$ cat src/rtl/reg_arbiter_2b.sv
// Three-requester round-robin arbiter in front of a four-entry, 2-bit register
// bank. A winner's address and data are captured on entry to WRITE, the bank
// write-enable is held for WR_CYCLES cycles, then a one-cycle ack is returned.
// All state advances on the falling edge of CLK; every output is either a
// flop or a decode of flops, so req/wr_* never reach the outputs directly.
module reg_arbiter_2b #(
  parameter int WR_CYCLES = 1  // bank write-enable pulse width, 1..4
) (
  input  logic       CLK,
  input  logic       RST,
  input  logic [2:0] req,
  input  logic [1:0] wr_addr0,
  input  logic [1:0] wr_addr1,
  input  logic [1:0] wr_addr2,
  input  logic [1:0] wr_dat0,
  input  logic [1:0] wr_dat1,
  input  logic [1:0] wr_dat2,
  output logic [2:0] grant,
  output logic [2:0] ack,
  output logic [3:0] bank_we,
  output logic [1:0] bank_dat,
  output logic       busy
);

  localparam logic [1:0] IDLE  = 2'd0;
  localparam logic [1:0] WRITE = 2'd1;
  localparam logic [1:0] ACK   = 2'd2;

  // Counter preload: WRITE ends on the edge where the counter is already 0.
  localparam logic [1:0] CNT_LOAD = 2'(WR_CYCLES - 1);

  logic [1:0] state;
  logic [1:0] cnt;
  logic [1:0] last_winner;  // also the current owner while WRITE/ACK
  logic [1:0] addr_q;
  logic [1:0] dat_q;

  logic [1:0] pick;
  logic [1:0] pick_addr;
  logic [1:0] pick_dat;

  // Round-robin choice: search starts one past the previous winner.
  // NOTE: every signal assigned in always_comb gets a default first, so no
  // path leaves it unassigned and no latch is inferred.
  always_comb begin
    pick = last_winner;
    case (last_winner)
      2'd0:    pick = req[1] ? 2'd1 : (req[2] ? 2'd2 : 2'd0);
      2'd1:    pick = req[2] ? 2'd2 : (req[0] ? 2'd0 : 2'd1);
      default: pick = req[0] ? 2'd0 : (req[1] ? 2'd1 : 2'd2);
    endcase
  end

  // Route the chosen requester's address and data toward the capture flops.
  always_comb begin
    pick_addr = wr_addr0;
    pick_dat  = wr_dat0;
    case (pick)
      2'd1: begin
        pick_addr = wr_addr1;
        pick_dat  = wr_dat1;
      end
      2'd2: begin
        pick_addr = wr_addr2;
        pick_dat  = wr_dat2;
      end
      default: begin
        pick_addr = wr_addr0;
        pick_dat  = wr_dat0;
      end
    endcase
  end

  // Control FSM, write counter and captured transaction, on the falling edge.
  // NOTE: sequential state uses non-blocking assignments so every flop sees
  // the pre-edge values of the others, independent of statement order.
  always_ff @(negedge CLK or posedge RST) begin
    if (RST) begin
      state       <= IDLE;
      cnt         <= 2'd0;
      last_winner <= 2'd2;
      addr_q      <= 2'd0;
      dat_q       <= 2'd0;
    end else begin
      case (state)
        IDLE: begin
          if (req != 3'b000) begin
            state       <= WRITE;
            cnt         <= CNT_LOAD;
            last_winner <= pick;
            addr_q      <= pick_addr;
            dat_q       <= pick_dat;
          end
        end
        WRITE: begin
          if (cnt == 2'd0) begin
            state <= ACK;
          end else begin
            cnt <= cnt - 2'd1;
          end
        end
        ACK: begin
          state <= IDLE;
        end
        default: begin
          state <= IDLE;
        end
      endcase
    end
  end

  // Output decode from registered state only; reset clears these at once.
  always_comb begin
    grant   = 3'b000;
    ack     = 3'b000;
    bank_we = 4'b0000;
    if (state == WRITE) begin
      grant   = 3'b001 << last_winner;
      bank_we = 4'b0001 << addr_q;
    end
    if (state == ACK) begin
      ack = 3'b001 << last_winner;
    end
  end

  assign bank_dat = dat_q;
  assign busy     = (state != IDLE);

endmodule

$ cat config.mk
export PLATFORM = sky130hd
export DESIGN_NAME = reg_arbiter_2b
export DESIGN_NICKNAME = d
export VERILOG_FILES = /design/src/rtl/reg_arbiter_2b.sv
export SDC_FILE = /design/constraint.sdc
export NUM_CORES = 1
export LEC_CHECK = 0
export BUFFER_PORTS_ARGS = -buffer_cell sky130_fd_sc_hd__buf_2
export CAP_MARGIN = 0
export CORE_UTILIZATION = 40
export DETAILED_ROUTE_END_ITERATION = 8
export GPL_TIMING_DRIVEN = 0
export PLACE_DENSITY = 0.68
export SYNTH_ARGS = -nofsm -noshare
export SYNTH_HDL_FRONTEND = slang
export SYNTH_SLANG_ARGS = --single-unit
$ cat constraint.sdc
create_clock -name CLK -period 1.9 [get_ports CLK]
set_input_delay 0.38 -clock CLK [delete_from_list [all_inputs] [get_ports CLK]]
set_output_delay 0.38 -clock CLK [all_outputs]
set_load 0.005 [all_outputs]
# Word level (Yosys, flattened, before mapping)
# Cells that the tools add are included.
# totals
reg_bits,10
inputBits,17
wordCells,43
out_inout_bits,13
# op_classes
n_reduce_logical,9
shift,2
mux,18
eq_ne,8
n_addsub,1
# ops
operator,n
$pmux 2 s2,5
$mux 2,9
$eq 2x1->1 const B,3
$logic_not 2->1,3
$mux 3,2
$ne 2x2->1 const B,3
$eq 2x2->1 const B,2
$mux 4,1
$reduce_and 2->1,2
$reduce_bool 2->1,2
$shl 1x2->4 const A,1
$reduce_and 3->1,1
$reduce_bool 3->1,1
$shl 1x2->3 const A,1
$sub 2x1->2 const B,1
$mux 1,1

# Depth between registers and ports, before layout
# Gate-level depths: netlist (run 1).
# logic_depth
ltp_word,5
depth_mapped,6
ltp_nobuf,6

==> key figures, run 1 <==
Synthesis
  • Synth warn: 0
  • Synthesized area per cell: 9.083 um2
  • Async SR Flop Fraction: 100.0%
  • Synthesized area: 699.4 um2
  • Syn_nets: 97
  • Number of synthesized register bits: 10
  • Seq/Total Area, Yosys: 35.96%
  • Synth Flop Type: dfrtn_1
  • Synth Instances: 77
  • Unique masters post-synth: 29
  • EDFF count, synth: 0

CTS
  • CTS tree: done
  • Root Buffer: clkbuf_4
  • CTS max path bufs: 2
  • Skew-Pair Late Insertion Delay: 320 ps
  • H-tree lvl count: 1
  • Clock buffer count from CTS: 3
  • Reg clk slew, reported paths: 50 ps
  • Clk sinks: 10
  • CTS Hold Bufs: 0

Routing
  • WL final: 1.760 mm
  • DR pass1 iterations: 6
  • DRT antenna net count: 0
  • Routed vias/inst: 5.303
  • Vias: 753
  • Routed length per instance: 12.39 um
  • DRC: 2
  • DR iter-0 viols: 13

Outcome
  • Status: complete, but fails checks
  • Failing checks: design-rule violations, negative setup slack

Layout
  • Final net count: 147
  • Fillers: 107
  • Finished Layout Cells: 142
  • Share of cells above drive strength 1: 65.08%
  • Synth-to-Final Area Change: 72.81%
  • Multi-input logic area: 579.3 um2
  • Most common cell after layout, fill and taps aside: buf_2
  • Inserted Diodes: 0
  • Design Area, Final: 1209 um2
  • Most frequent cells in the layout: buf_2, buf_4, dfrtn_1
  • Sequential Area: 251.5 um2

STA
  • Max-slew headroom: 74.42%
  • RSZ-0062 raised after global routing: true
  • Slew @ Worst Pin: 383.2 ps
  • Clock Skew: 46.99 ps
  • Final Hold Slack: 442.0 ps
  • Worst setup margin: -701.1 ps
  • Final setup viols: 19
  • Fin. max-slew vios: 0
  • Final Hold Fails: 0

GRT
  • First-pass GRT wire length: 2.766 mm
  • Met1 global-route usage: 24.74%
  • Antenna violations before repair: 0
  • Met2 Usage GRT: 33.13%
  • M3 GR Usage: 2.500%
  • Busiest grt layer: met2
  • Number of global-route vias before repair: 671
  • Largest net degree at the start of global routing: 11
  • Congestion Overflow GR: 0
  • Gr usage total: 19.41%

Placed design
  • Port Buffers: 29
  • Final Wtd Congestion: 0.7032
  • Post-DP HPWL: 1.193 mm
  • Post-Place Setup Slack: -788.0 ps
  • Placed inst area: 954.7 um2
  • Cells after DPL: 122

Setup path
  • Critical Path End Type: output port
  • Startpoint Class: register
  • Worst path required time: 1520 ps
  • Crit path max fanout: 4
  • CP Class: register to output port
  • Worst EP arrival: 2220 ps

Floorplanning
  • Die height: 43.82 um
  • Die W: 43.82 um
  • Rows: 14
  • Initial core utilization: 44.37%
  • I/O pins: 30
  • Die area: 1920 um2
  • Area of the core: 1577 um2

Power and ir drop
  • Leakage Power: 0.5936 nW
  • PwrDens: 1562 nW/um2
  • Pwr Total: 1.888 mW
  • Maximum vdd drop: 0.8948 mV

Min path
  • Hold/Removal Path Class: register to register

Flow run
  • Max cap viols: 0
-- registers in the layout (all words and copies together) (netlist names) --
name / cells
state: 2
cnt: 2
last_winner: 2
addr_q: 2
bank_dat: 2
-- logic make-up after synthesis --
family | Yosys count | share of synthesized area, %
AND/OR/NAND/NOR | 35 | 29.88
AO/OA/AOI/OAI | 21 | 21.46
flip-flops | 10 | 35.96
buffers and inverters | 7 | 5.187
adder cells (fa/ha/maj) | 3 | 5.367
multiplexers | 1 | 2.146
-- synth_stat cells (2+ instances only) --
library cell  count  area, um2
nand2_1           6      22.52
o211ai_1          2      15.01
nor2b_1           5      31.28
nor3_1            3      15.01
o21ai_0           6      30.03
o31ai_1           4      30.03
ha_1              3      37.54
a221oi_1          4      35.03
or2b_1            3      22.52
nand2b_1          2      12.51
inv_1             6      22.52
dfrtn_1           9      225.2
nor2_1            8      30.03
-- where the power goes --
group / switching, mW / internal [mW]
Combinational: 0.568 / 0.757
Sequential: 0.0882 / 0.312
Clock: 0.0845 / 0.0786
Total: 0.741 / 1.15
-- routing by layer --
layer	vias up	share of wire, %	wire, um
li1	376	-	-
met1	339	46	801
met2	32	48	848
met3	6	4.7	82
met4	0	1.5	27
met5	-	0	0
-- through the flow --
step	setup TNS [ps]	util (%)
final	-9312	76.67
after global routing	-10350	76.67
after CTS	-9356	71.19
after detailed placement	-8460	60.56
after global placement	-8167	60.56
after floorplan	-5280	-
-- path summary, 6_finish.rpt --
check / start / depth (start not counted) / endpoint / slack [ps]
max in group asynchronous: RST / 2 / last_winner[1]$_DFFE_NP1P_ / 610
max reg2reg: last_winner[1]$_DFFE_NP1P_ / 7 / addr_q[1]$_DFFE_NP0P_ / 50
min reg2reg: cnt[0]$_DFFE_NP0P_ / 1 / cnt[0]$_DFFE_NP0P_ / 440
max: state[0]$_DFFE_NP0P_ / 3 / grant[0] / -700
min: cnt[0]$_DFFE_NP0P_ / 1 / cnt[0]$_DFFE_NP0P_ / 440
min in group asynchronous: RST / 2 / bank_dat[0]$_DFFE_NP0P_ / 910
-- critical path: stages (launching register included) --
cell and delay (ps):
dfrtn_1 440, or2b_4 310, nor3_2 110, buf_2 130
-- repair_timing --
action,4_1_cts,5_1_grt
resized for setup,14,6
setup endpoints to repair,19,19
pin swaps,8,7
buffers inserted,10,6
-- cell type report --
cell class                 instances  area share (%)
inverter                           5           1.760
multi-input combinational         60           47.93
sequential                        10           20.81
clock buffer                       3           1.863
buffer                             1           1.242
timing repair buffer              45           24.12
tap                               16           1.656
clock inverter                     2          0.6211
No activity file was read; power rests on OpenSTA's default activity.
==> run 2: changes to the inputs <==
Settings changed: ABC_AREA set to 1, PLACE_DENSITY 0.68 to 0.67.
==> key figures, run 2 <==
CTS
  • CTS max path bufs: 2 (unchanged)
  • Root Buffer: clkbuf_4
  • Skew-Pair Late Insertion Delay: 330 ps (about the same)
  • Clock buffer count from CTS: 3 (unchanged)
  • H-tree lvl count: 1 (unchanged)
  • Reg clk slew, reported paths: 50 ps (about the same)
  • Clk sinks: 10 (unchanged)
  • CTS tree: done

Min path
  • Hold/Removal Path Class: register to register

Layout
  • Share of cells above drive strength 1: 53.90% (-11 points)
  • Final core occ: 69.49% (-7.2 points)
  • Most common cell after layout, fill and taps aside: nand2_1
  • Final net count: 175 (+19%)
  • Synth-to-Final Area Change: 61.45%
  • Most frequent cells in the layout: nand2_1, buf_2, buf_4
  • Inserted Diodes: 0 (unchanged)

Flow run
  • Max cap viols: 0 (unchanged)

Routing
  • Routed length per instance: 10.99 um (-11%)
  • DR iter-0 viols: 8 (-5)
  • Routed vias/inst: 4.721 (-11%)
  • DRT antenna net count: 0 (unchanged)
  • DR pass1 iterations: 3 (-3)
  • Vias: 845 (+12%)
  • DRC: 0 (-2)
  • WL final: 1.968 mm (+12%)

Setup path
  • CP Class: register to output port
  • Critical Path End Type: output port
  • Startpoint Class: register
  • Crit path max fanout: 5 (+1)
  • Worst path required time: 1520 ps (about the same)
  • Worst EP arrival: 2170 ps (-50 ps)

Synthesis
  • Number of synthesized register bits: 10 (unchanged)
  • Synth Instances: 106 (+38%)
  • Post-synth top cells: nand2_1, nand3_1, inv_1, nor2_1, dfrtn_1
  • Largest cells by area after synthesis: dfrtn_1, nand2_1, nand3_1, inv_1, ha_1
  • Synthesized area: 743.2 um2 (+6.3%)
  • Most common cell in the synthesized netlist: nand2_1
  • EDFF count, synth: 0 (unchanged)
  • Async SR Flop Fraction: 100.0% (unchanged)
  • Synth Flop Type: dfrtn_1
  • Synth warn: 0 (unchanged)
  • Synth top area share: 30.30% (-1.9 points)
  • Unique masters post-synth: 18 (-38%)
  • Seq/Total Area, Yosys: 33.84% (-2.1 points)
  • Syn_nets: 126 (+30%)
  • Synthesized area per cell: 7.011 um2 (-23%)
  • Post-synth top area cell: dfrtn_1

Power and ir drop
  • Maximum vdd drop: 0.8735 mV (-2.4%)
  • Switching pwr: 0.8928 mW (+21%)
  • Logic pwr share: 66.9% (-3.3 points)
  • Sequential share of power: 22.4% (+1.2 points)
  • Sw Ratio: 46.68% (+7.5 points)
  • Clock power share: 10.7% (+2.1 points)
  • Leakage Power: 0.6549 nW (+10%)
  • PwrDens: 1594 nW/um2 (+2.0%)
  • P_int: 1.020 mW (-11%)

STA
  • Clock Skew: 48.82 ps (+1.835 ps)
  • Final setup viols: 17 (-2)
  • Worst setup margin: -646.2 ps (+54.88 ps)
  • Max-slew headroom: 75.61% (+1.2 points)
  • Final Hold Fails: 0 (unchanged)
  • Final Hold Slack: 432.2 ps (-9.827 ps)
  • RSZ-0062 raised after global routing: true
  • Fin. max-slew vios: 0 (unchanged)
  • Slew @ Worst Pin: 365.5 ps (-17.75 ps)

GRT
  • Gr usage total: 19.46% (+0.050 points)
  • Largest net degree at the start of global routing: 11 (unchanged)
  • Number of global-route vias before repair: 763 (+14%)
  • Antenna violations before repair: 0 (unchanged)
  • Congestion Overflow GR: 0 (unchanged)
  • First-pass GRT wire length: 2.918 mm (+5.5%)

Placed design
  • Post-Place Setup Slack: -793.8 ps (-5.792 ps)
  • Port Buffers: 29 (unchanged)
  • Final Wtd Congestion: 0.7363 (+4.7%)
  • Post-DP HPWL: 1.242 mm (+4.1%)

Floorplanning
  • Die W: 45.11 um (+2.9%)
  • Initial core utilization: 43.04% (-1.3 points)
  • Area of the core: 1727 um2 (+9.5%)
  • Rows: 15 (+1)
  • Die area: 2034 um2 (+6.0%)
  • Die height: 45.11 um (+2.9%)
  • I/O pins: 30 (unchanged)

Outcome
  • Failing checks: negative setup slack
  • Status: complete, but fails checks
## run 2: changes by cell type in the layout (fill, tap and decap cells not counted), moves of 5 or more
| cell | previous run | this run |
|---|---|---|
| nor2b_4 | 5 | 0 |
| nand2_1 | 5 | 30 |
| inv_1 | 4 | 11 |
| nand3_2 | 0 | 5 |
| o21ai_0 | 6 | 0 |
| nand3_1 | 0 | 9 |
## run 2: timing repair
| item | 4_1_cts | 5_1_grt |
|---|---|---|
| cloned | 0 | 2 |
| gates resized for setup | 9 | 9 |
| hold buffers | 0 | 0 |
| endpoints found under the setup margin | 17 | 19 |
| buffers inserted | 8 | 5 |
| pin swaps | 7 | 5 |
## run 2: layer usage
metal / share of wire (%) / track usage [%] / up-vias
li1: - / - / 425
met1: 42 / 21.68 / 401
met2: 54 / 37.10 / 16
met3: 2.5 / 2.400 / 3
met4: 0.91 / 7.273 / 0
met5: 0 / 0 / -
## run 2: cell families (layout without fill, tap and decap cells)
group	Yosys count	after routing	share of synthesized area, %
AND/OR/NAND/NOR	74	76	49.33
buffers and inverters	17	63	8.922
AO/OA/AOI/OAI	2	2	2.862
adder cells (fa/ha/maj)	3	3	5.051
flip-flops	10	10	33.84
## run 2: cell type report
| class | instances | area [um2] |
|---|---|---|
| Multi-Input combinational cell | 81 | 531.8 |
| Fill cell | 161 | 526.8 |
| Timing Repair Buffer | 42 | 267.8 |
| Sequential cell | 10 | 251.5 |
| Inverter | 16 | 77.57 |
| Clock buffer | 4 | 36.28 |
| Tap cell | 25 | 31.28 |
| Clock inverter | 1 | 3.754 |
## run 2: power by group through the flow
stage	combinational, mW	sequential [mW]	clock, mW
3_3_place_gp	0.982	0.426	0.00659
4_1_cts	1.15	0.419	0.204
5_1_grt	1.42	0.435	0.220
6_report	1.28	0.428	0.205
2_1_floorplan	0.776	0.415	0.00659
3_5_place_dp	1.00	0.432	0.00659
## run 2: worst paths after layout
path	from	to	slack [ps]	cells past startpoint
max in group asynchronous	RST	last_winner[1]$_DFFE_NP1P_	630	2
setup / recovery	state[0]$_DFFE_NP0P_	grant[2]	-650	3
setup reg to reg	last_winner[1]$_DFFE_NP1P_	bank_dat[1]$_DFFE_NP0P_	10	10
min in group asynchronous	RST	cnt[0]$_DFFE_NP0P_	900	2
hold / removal	bank_dat[0]$_DFFE_NP0P_	bank_dat[0]$_DFFE_NP0P_	430	2
hold reg to reg	bank_dat[0]$_DFFE_NP0P_	bank_dat[0]$_DFFE_NP0P_	430	2
## run 2: critical path: stages (launching register included)
cell and delay, ps:
dfrtn_1 520, nand2_4 110, nor3_2 180, buf_2 130
## run 2: through the flow
| stage | area [um2] | std cells | TNS (ps) | power (mW) |
|---|---|---|---|---|
| 3_3_place_gp | 984.7 | 160 | -6814 | 1.414 |
| 4_1_cts | 1115 | 172 | -8520 | 1.772 |
| 3_5_place_dp | 984.7 | 160 | -7177 | 1.440 |
| 2_1_floorplan | 808.3 | 106 | -3753 | 1.198 |
| 6_report | 1200 | 179 | -8617 | 1.913 |
| 5_1_grt | 1200 | 179 | -9562 | 2.079 |
==> run 3: changes to the inputs <==
Settings changed: RECOVER_POWER set to 100.
==> key figures, run 3 (synthesis gave the netlist of run 2 again) <==
Power and ir drop
  • Leakage Power: 0.6524 nW (-0.38%)
  • Logic pwr share: 66.6% (-0.3 points)
  • Maximum vdd drop: 0.8734 mV (about the same)
  • Clock power share: 10.9% (+0.2 points)
  • PwrDens: 1602 nW/um2 (+0.53%)
  • P_int: 1.012 mW (-0.77%)
  • Sw Ratio: 46.70% (about the same)
  • Switching pwr: 0.8868 mW (-0.67%)
  • Sequential share of power: 22.5% (about the same)

STA
  • Final Hold Fails: 0 (unchanged)
  • Fin. max-slew vios: 0 (unchanged)
  • Clock Skew: 48.68 ps (-0.1397 ps)
  • RSZ-0062 raised after global routing: true
  • Slew @ Worst Pin: 360.9 ps (-4.631 ps)
  • Final setup viols: 19 (+2)
  • Worst setup margin: -648.7 ps (-2.441 ps)
  • Max-slew headroom: 75.92% (+0.31 points)
  • Final Hold Slack: 432.1 ps (-0.02500 ps)

Placed design
  • Final Wtd Congestion: 0.7363 (unchanged)
  • Post-DP HPWL: 1.242 mm (unchanged)
  • Placed inst area: 984.7 um2 (unchanged)
  • Port Buffers: 29 (unchanged)
  • Post-Place Setup Slack: -793.8 ps (unchanged)

Floorplanning
  • Die W: 45.11 um (unchanged)
  • Rows: 15 (unchanged)
  • I/O pins: 30 (unchanged)
  • Die area: 2034 um2 (unchanged)
  • Initial core utilization: 43.04% (unchanged)
  • Area of the core: 1727 um2 (unchanged)
  • Die height: 45.11 um (unchanged)

Setup path
  • Crit path largest cell delay: 520 ps (about the same)
  • Startpoint Class: register
  • Worst path required time: 1520 ps (about the same)
  • Sequence of cells on the critical path: nand2_4 -> nor3_2 -> buf_2
  • Critical Path End Type: output port
  • CP Class: register to output port
  • Reg2Reg Setup Slack: 10 ps (about the same)
  • Crit path max fanout: 5 (unchanged)
  • Slowest library cell on the worst path: dfrtn_1
  • Worst EP arrival: 2170 ps (about the same)

GRT
  • Congestion Overflow GR: 0 (unchanged)
  • Gr usage total: 19.46% (unchanged)
  • Antenna violations before repair: 0 (unchanged)
  • First-pass GRT wire length: 2.918 mm (unchanged)
  • Number of global-route vias before repair: 763 (unchanged)
  • Largest net degree at the start of global routing: 11 (unchanged)

Layout
  • Multi-input logic area: 523.0 um2 (-1.6%)
  • Design Area, Final: 1185 um2 (-1.3%)
  • Sequential Area: 251.5 um2 (unchanged)
  • Inserted Diodes: 0 (unchanged)
  • Most common cell after layout, fill and taps aside: nand2_1
  • Final net count: 175 (unchanged)
  • Share of cells above drive strength 1: 53.90% (unchanged)
  • Synth-to-Final Area Change: 59.43%
  • Fillers: 163 (+1.2%)
  • Most frequent cells in the layout: nand2_1, buf_2, buf_4

CTS
  • Clock buffer count from CTS: 3 (unchanged)
  • CTS Hold Bufs: 0 (unchanged)
  • Reg clk slew, reported paths: 50 ps (about the same)
  • Root Buffer: clkbuf_4
  • CTS tree: done
  • CTS max path bufs: 2 (unchanged)
  • H-tree lvl count: 1 (unchanged)
  • Clk sinks: 10 (unchanged)
  • Skew-Pair Late Insertion Delay: 330 ps (about the same)

Routing
  • Routed length per instance: 11.08 um (+0.76%)
  • Routed vias/inst: 4.715 (-0.12%)
  • WL final: 1.983 mm (+0.76%)
  • DRT antenna net count: 0 (unchanged)
  • DR pass1 iterations: 4 (+1)
  • DRC: 0 (unchanged)
  • DR iter-0 viols: 5 (-3)
  • Vias: 844 (-0.12%)

Outcome
  • Status: complete, but fails checks
  • Failing checks: negative setup slack

Min path
  • Hold/Removal Path Class: register to register

Flow run
  • Max cap viols: 0 (unchanged)
run 3: cell count changes in the layout (fill, tap and decap cells not counted), sizes merged:
| cell | change |
|---|---|
| clkbuf | +1 |
| buf | -1 |
run 3: final timing paths:
kind / start / end / depth (start not counted)
hold / removal: bank_dat[0]$_DFFE_NP0P_ / bank_dat[0]$_DFFE_NP0P_ / 2
hold reg to reg: bank_dat[0]$_DFFE_NP0P_ / bank_dat[0]$_DFFE_NP0P_ / 2
max in group asynchronous: RST / last_winner[1]$_DFFE_NP1P_ / 2
setup reg to reg: last_winner[1]$_DFFE_NP1P_ / bank_dat[1]$_DFFE_NP0P_ / 10
setup / recovery: state[0]$_DFFE_NP0P_ / grant[2] / 3
min in group asynchronous: RST / cnt[1]$_DFFE_NP0P_ / 2
run 3: worst max-delay path, delay by kind of cell, from the launching register on:
| kind | cells | cell delay, ps |
|---|---|---|
| DFF | 1 | 520 |
| buffers and inverters | 1 | 130 |
| and+or+nand+nor | 2 | 290 |
run 3: routing by layer:
layer	track usage (%)	share of wire (%)	vias up
met5	0	0	-
met4	7.273	0.96	0
met3	2.400	2.6	3
met2	37.10	54	16
met1	21.68	42	399
li1	-	-	426
run 3: power groups by stage:
stage | clock network (mW) | logic [mW] | registers [mW]
after global routing | 0.220 | 1.41 | 0.435
after floorplan | 0.00659 | 0.776 | 0.415
after CTS | 0.204 | 1.15 | 0.419
after detailed placement | 0.00659 | 1.00 | 0.432
after global placement | 0.00659 | 0.982 | 0.426
final | 0.207 | 1.27 | 0.427
run 3: timing repair:
action | in CTS | in global routing
buffers inserted | 8 | 5
gates cloned | 0 | 2
setup endpoints to repair | 17 | 19
gates resized for setup | 9 | 9
pin swaps | 7 | 5
run 3: stage by stage:
stage | utilization (%) | power [mW] | cells | TNS, ps
6_report | 68.62 | 1.899 | 179 | -8757
5_1_grt | 68.62 | 2.061 | 179 | -9786
4_1_cts | 64.57 | 1.772 | 172 | -8520
3_5_place_dp | 57.03 | 1.440 | 160 | -7177
3_3_place_gp | 57.03 | 1.414 | 160 | -6814
2_1_floorplan | - | 1.198 | 106 | -3753
run 3: area by class of cell:
| cell class | instances | area share [%] |
|---|---|---|
| inverter | 16 | 6.547 |
| multi-input combinational | 81 | 44.14 |
| timing repair buffer | 42 | 22.07 |
| sequential | 10 | 21.22 |
| tap | 25 | 2.640 |
| clock inverter | 1 | 0.3168 |
| clock buffer | 4 | 3.062 |
